## src/rtl/div_sequencer.sv

```systemverilog
`timescale 1ns/1ps
// div_sequencer
// Iterative restoring divider for RV32M DIV/DIVU/REM/REMU. It computes one
// quotient bit per cycle and holds the pipeline frozen through stall_o while
// it works. Divide-by-zero and signed overflow finish in a single cycle.
//
// Ports:
//   clk       clock, rising edge
//   rst       asynchronous active-high reset
//   start_i   EX stage holds a valid divide instruction
//   op_i      funct3[1:0]: 00 DIV, 01 DIVU, 10 REM, 11 REMU
//   rs1_i     dividend
//   rs2_i     divisor
//   abort_i   kill any in-flight operation
//   stall_o   pipeline freeze request (combinational)
//   busy_o    FSM is not IDLE
//   done_o    one-cycle pulse, result_o valid
//   result_o  quotient or remainder, held until the next completion
module div_sequencer #(
  parameter int XLEN = 32
) (
  input  logic            clk,
  input  logic            rst,
  input  logic            start_i,
  input  logic [1:0]      op_i,
  input  logic [XLEN-1:0] rs1_i,
  input  logic [XLEN-1:0] rs2_i,
  input  logic            abort_i,
  output logic            stall_o,
  output logic            busy_o,
  output logic            done_o,
  output logic [XLEN-1:0] result_o
);

  typedef enum logic [1:0] {
    IDLE = 2'd0,
    CALC = 2'd1,
    FIX  = 2'd2,
    DONE = 2'd3
  } state_t;

  localparam logic [XLEN-1:0] MOST_NEG = {1'b1, {(XLEN-1){1'b0}}};
  localparam logic [XLEN-1:0] ALL_ONES = {XLEN{1'b1}};

  state_t          state;
  logic            is_rem;
  logic            neg_q;
  logic            neg_r;
  logic [4:0]      cnt;
  logic [XLEN-1:0] dvd;
  logic [XLEN-1:0] dvs;
  logic [XLEN-1:0] quo;
  logic [XLEN-1:0] rem;

  // Operand preparation for the start cycle: op_i[0]=0 marks the signed
  // forms, and the magnitudes are taken here so the iteration is unsigned.
  // The most negative value maps onto itself, which is already its correct
  // unsigned magnitude.
  logic            op_signed;
  logic [XLEN-1:0] rs1_abs;
  logic [XLEN-1:0] rs2_abs;
  logic            div_by_zero;
  logic            overflow;

  always_comb begin
    op_signed   = ~op_i[0];
    rs1_abs     = (op_signed && rs1_i[XLEN-1]) ? (~rs1_i + 1'b1) : rs1_i;
    rs2_abs     = (op_signed && rs2_i[XLEN-1]) ? (~rs2_i + 1'b1) : rs2_i;
    div_by_zero = (rs2_i == '0);
    overflow    = op_signed && (rs1_i == MOST_NEG) && (rs2_i == ALL_ONES);
  end

  // One restoring step: bring down the next dividend bit into a 33-bit
  // partial remainder and subtract the divisor if it fits. Because the
  // remainder is always below the divisor, the result fits back into XLEN bits.
  logic [XLEN:0]   r_shift;
  logic            r_ge;
  logic [XLEN-1:0] quo_fix;
  logic [XLEN-1:0] rem_fix;

  always_comb begin
    r_shift = {rem, dvd[XLEN-1]};
    r_ge    = (r_shift >= {1'b0, dvs});
    quo_fix = neg_q ? (~quo + 1'b1) : quo;
    rem_fix = neg_r ? (~rem + 1'b1) : rem;
  end

  // Main sequencer. abort_i wins over everything and returns to IDLE without
  // touching result_o; special cases jump straight to DONE with their answer.
  always_ff @(posedge clk or posedge rst) begin
    if (rst) begin
      state    <= IDLE;
      is_rem   <= 1'b0;
      neg_q    <= 1'b0;
      neg_r    <= 1'b0;
      cnt      <= '0;
      dvd      <= '0;
      dvs      <= '0;
      quo      <= '0;
      rem      <= '0;
      result_o <= '0;
    end else if (abort_i) begin
      state <= IDLE;
    end else begin
      case (state)
        IDLE: begin
          if (start_i) begin
            is_rem <= op_i[1];
            if (div_by_zero) begin
              result_o <= op_i[1] ? rs1_i : ALL_ONES;
              state    <= DONE;
            end else if (overflow) begin
              result_o <= op_i[1] ? '0 : MOST_NEG;
              state    <= DONE;
            end else begin
              neg_q <= op_signed && (rs1_i[XLEN-1] ^ rs2_i[XLEN-1]);
              neg_r <= op_signed && rs1_i[XLEN-1];
              dvd   <= rs1_abs;
              dvs   <= rs2_abs;
              quo   <= '0;
              rem   <= '0;
              cnt   <= 5'd31;
              state <= CALC;
            end
          end
        end
        CALC: begin
          if (r_ge) begin
            rem <= XLEN'(r_shift - {1'b0, dvs});
          end else begin
            rem <= r_shift[XLEN-1:0];
          end
          quo <= {quo[XLEN-2:0], r_ge};
          dvd <= {dvd[XLEN-2:0], 1'b0};
          cnt <= cnt - 5'd1;
          if (cnt == 5'd0) begin
            state <= FIX;
          end
        end
        FIX: begin
          result_o <= is_rem ? rem_fix : quo_fix;
          state    <= DONE;
        end
        DONE: begin
          // start_i here belongs to the instruction now leaving EX.
          state <= IDLE;
        end
        default: state <= IDLE;
      endcase
    end
  end

  // Status outputs decoded from the registered state. The stall drops in the
  // DONE cycle so the pipeline can capture result_o, and is suppressed by
  // reset or abort so nothing stays frozen on a killed instruction.
  always_comb begin
    busy_o  = (state != IDLE);
    done_o  = (state == DONE);
    stall_o = !rst && !abort_i &&
              (((state == IDLE) && start_i) || (state == CALC) || (state == FIX));
  end

endmodule

```

## config.mk

```make
export PLATFORM = sky130hd
export DESIGN_NAME = div_sequencer
export DESIGN_NICKNAME = d
export VERILOG_FILES = /design/src/rtl/div_sequencer.sv
export SDC_FILE = /design/constraint.sdc
export NUM_CORES = 1
export LEC_CHECK = 0
export CAP_MARGIN = 20
export CORE_MARGIN = 2
export CORE_UTILIZATION = 45
export DETAILED_ROUTE_END_ITERATION = 16
export GPL_TIMING_DRIVEN = 1
export MAX_ROUTING_LAYER = met4
export SYNTH_ARGS = -nofsm -noshare
export SYNTH_HDL_FRONTEND = slang
export SYNTH_SLANG_ARGS = --single-unit
```

## constraint.sdc

```tcl
create_clock -name clk -period 6.1 [get_ports clk]
set_clock_uncertainty 0.05 [all_clocks]
set_input_delay 0.61 -clock clk [delete_from_list [all_inputs] [get_ports clk]]
set_output_delay 0.61 -clock clk [all_outputs]
set_load 0.01 [all_outputs]
```

==> results.sh <==
export IMPL_first_pass_iters=6
export IMPL_htree_levels=4
export IMPL_timing_fmax_mhz=241
export IMPL_fin_tns_setup_ps=0
export IMPL_ys_ff_latch=170
export IMPL_required_ps=6400
export IMPL_remaining_drc_errors=0
export IMPL_power_leakage_nw=5.98
export IMPL_drv_slew=0
export IMPL_reg2reg_depth=13
export IMPL_crit_end="rem[28]$_DFFE_PP0P_"
export IMPL_worstSetupPathType="in -> reg"
export IMPL_rr_endpoint="rem[30]$_DFFE_PP0P_"
export IMPL_post_dp_hpwl_um=23500
export IMPL_area_growth_pct=15.2
export IMPL_slew_headroom_pct=27.3
export IMPL_r2r_start="dvd[31]$_DFFE_PP0P_"
export IMPL_overflow=0
export IMPL_synthCells=1422
export IMPL_clock_latency_ps=430
export IMPL_yosysSeqAreaShare_pct=35.9
export IMPL_synth_distinct_cells=67
export IMPL_diodes=0
export IMPL_fillers=2443
export IMPL_crit_path_max_fanout=81
export IMPL_outcome="completed"
export IMPL_die_h_um=166
export IMPL_drive_gt1_share_pct=4.38
export IMPL_yosysWarnings=0
export IMPL_syn_nets=1536
export IMPL_root_buffer="clkbuf_16"
export IMPL_postCtsSetupBuffers=0
export IMPL_arrival_ps=4440
export IMPL_cts_tree="yes"
export IMPL_gp_congestion=0.897
export IMPL_period_share_pct=68.0
export IMPL_avgSynthCellArea_um2=8.33
export IMPL_pin_count=105
export IMPL_crit_path_start="rs2_i[0]"
export IMPL_drt_iter0_drc=1070
export IMPL_dieArea_um2=27600
export IMPL_synthArstFlopShare_pct=100
export IMPL_clkTransAtPathRegs_ps=70
export IMPL_min_period_ps=4150
export IMPL_grt_max_degree=82
export IMPL_crit_chain="clkdlybuf4s50_1, inv_1, ha_1, or3b_1, nor3_1, nand3_1, or4_1, o2111ai_1, a21o_4, buf_12, nand2_1, o211ai_1"
export IMPL_cts_resized_gates=0
export IMPL_slowest_delay_ps=640
export IMPL_worstSetupEndpointType="register"
export IMPL_final_nets=1586
export IMPL_synth_edf_count=0
export IMPL_ir_drop_v=0.000207
export IMPL_grt_usage_pct=24.0
export IMPL_netlist_area_um2=11800
export IMPL_ys_flop_type="dfrtp_1"
export IMPL_clockBufferDepth=2
export IMPL_rows=59
export IMPL_antenna_found_initial=0
export IMPL_io_buffers=104
export IMPL_viasPerCell=5.72
export IMPL_finalSetupViolCount=0
export IMPL_grt_setup_unrepaired="no"
export IMPL_hold_buffers=0
export IMPL_cts_buffers=17
export IMPL_fp_coreArea_um2=25900
export IMPL_hold_violations=0
export IMPL_worst_setup_path_start_kind="input pin"
export IMPL_antenna_left=0
export IMPL_multiInputGateArea_um2=6950
export IMPL_initial_core_util_pct=45.7
export IMPL_cpMaxStageDelayCell="a21o_4"
export IMPL_power_density_nw_per_um2=354
export IMPL_seq_area_um2=4250
export IMPL_r2r_slack_ps=1980
export IMPL_grt_pass1_wl_um=52600
export IMPL_grt_pass1_vias=9921
export IMPL_die_w_um=166
export IMPL_holdCritPathClass="reg -> reg"
export IMPL_routed_wl_um=32100
export IMPL_wire_per_inst_um=17.6
export IMPL_worst_slew_pin_slew_ps=1090
export IMPL_total_power_w=0.00482
export IMPL_vias=10397
export IMPL_clock_sinks=170
export IMPL_max_cap_violations=0
## area by class of cell
class,instances,area share [%]
clock buffer,18,3.15
tap,335,3.07
inverter,76,2.13
multi-input combinational,1092,50.9
sequential,170,31.2
timing repair buffer,115,8.33
clock inverter,13,1.18
## Yosys cell counts (5+ instances only)
| master | instances | area [um^2] |
|---|---|---|
| a21oi_1 | 95 | 475 |
| buf_2 | 19 | 95.1 |
| o211ai_1 | 17 | 128 |
| xor2_1 | 67 | 587 |
| a22o_1 | 16 | 140 |
| xnor2_1 | 85 | 744 |
| a222oi_1 | 21 | 210 |
| o41ai_1 | 14 | 123 |
| nand2_1 | 192 | 721 |
| a21o_1 | 15 | 113 |
| o22ai_1 | 11 | 68.8 |
| dfrtp_1 | 170 | 4250 |
| and3_1 | 5 | 31.3 |
| or4_1 | 11 | 82.6 |
| nand3_1 | 16 | 80.1 |
| nor3_1 | 14 | 70.1 |
| clkbuf_1 | 59 | 221 |
| inv_1 | 76 | 285 |
| ha_1 | 43 | 538 |
| nor2b_1 | 11 | 68.8 |
| a32oi_1 | 7 | 61.3 |
| o21ai_1 | 10 | 50.1 |
| o21ai_0 | 150 | 751 |
| a211oi_1 | 9 | 67.6 |
| a31oi_1 | 12 | 75.1 |
| mux2i_1 | 22 | 220 |
| o31ai_1 | 32 | 240 |
| nor4_1 | 18 | 113 |
| or3_1 | 12 | 75.1 |
| nand2b_1 | 13 | 81.3 |
| nand4_1 | 14 | 87.6 |
| nor2_1 | 104 | 390 |
## worst min path at each step
stage | start | to | cells past startpoint
floorplan | dvs[13]$_DFFE_PP0P_ | dvs[13]$_DFFE_PP0P_ | 2
finish | dvs[23]$_DFFE_PP0P_ | dvs[23]$_DFFE_PP0P_ | 2
CTS | dvs[23]$_DFFE_PP0P_ | dvs[23]$_DFFE_PP0P_ | 2
global placement | dvd[0]$_DFFE_PP0P_ | dvd[0]$_DFFE_PP0P_ | 2
detailed placement | result_o[31]$_DFFE_PP0P_ | result_o[31]$_DFFE_PP0P_ | 1
global route | dvd[0]$_DFFE_PP0P_ | dvd[0]$_DFFE_PP0P_ | 2
## placed cells by master (no fill, tap or decap), drive strengths merged, types with 10 or more instances in the layout
master and n:
o211ai 17, or3 13, o41ai 14, nor2 105, dfrtp 170, a222oi 21
a21o 15, inv 81, a22o 16, xor2 67, clkdlybuf4s50 104, o21ai 161
o31ai 34, a31oi 12, nand2b 14, ha 43, clkbuf 18, buf 11
nor4 19, a21oi 95, nor3 14, nand3 16, xnor2 85, o22ai 11
or4 13, mux2i 22, nand4 14, nand2 193, nor2b 11, a211oi 10
## power breakdown
part | internal (W) | leakage, nW | switching (W)
clock | 0.000615 | 0.283 | 0.000493
combinational | 0.000829 | 3.50 | 0.00124
sequential | 0.00144 | 2.20 | 0.000205
## flip-flops by register name (all words and copies together) (netlist names)
signal,cells
result_o,32
dvs,32
cnt,5
rem,32
state,2
dvd,32
neg_r,1
neg_q,1
is_rem,1
quo,32
## critical path, delay by kind of cell
family,cells,cell delay (ps)
adders and majority gates,1,160
and+or+nand+nor,5,1790
AOI/OAI and AO/OA,3,930
buffers and inverters,3,870
## layer usage
metal,vias to the layer above,wire length [um],GRT usage [%]
li1,5169,-,-
met1,4921,15700,33.3
met2,273,14200,36.8
met3,34,1520,4.00
met4,0,588,6.12
met5,-,0,-
## kinds of logic (layout without fill, tap and decap cells)
logic type / count (synthesis) / after routing / synth area share, %
AOI/OAI and AO/OA: 441 / 441 / 23.8
adders and majority gates: 44 / 44 / 4.71
buffers and inverters: 160 / 222 / 5.53
and+or+nand+nor: 433 / 433 / 17.0
DFF: 170 / 170 / 35.9
xor gates and xnor gates: 152 / 152 / 11.2
muxes: 22 / 22 / 1.86
## per-stage QoR
stage / area (um^2) / hold WS, ps / utilization [%] / cells / setup WS, ps
finish: 13600 / 429 / 52.6 / 1819 / 1950
global placement: 13000 / 414 / 50.4 / 1788 / 1650
detailed placement: 13000 / 421 / 50.4 / 1788 / 1540
global route: 13600 / 460 / 52.6 / 1819 / 1570
CTS: 13600 / 437 / 52.6 / 1819 / 1970
floorplan: 11800 / 400 / - / 1422 / 837
Power figures use the tool's default switching activity.
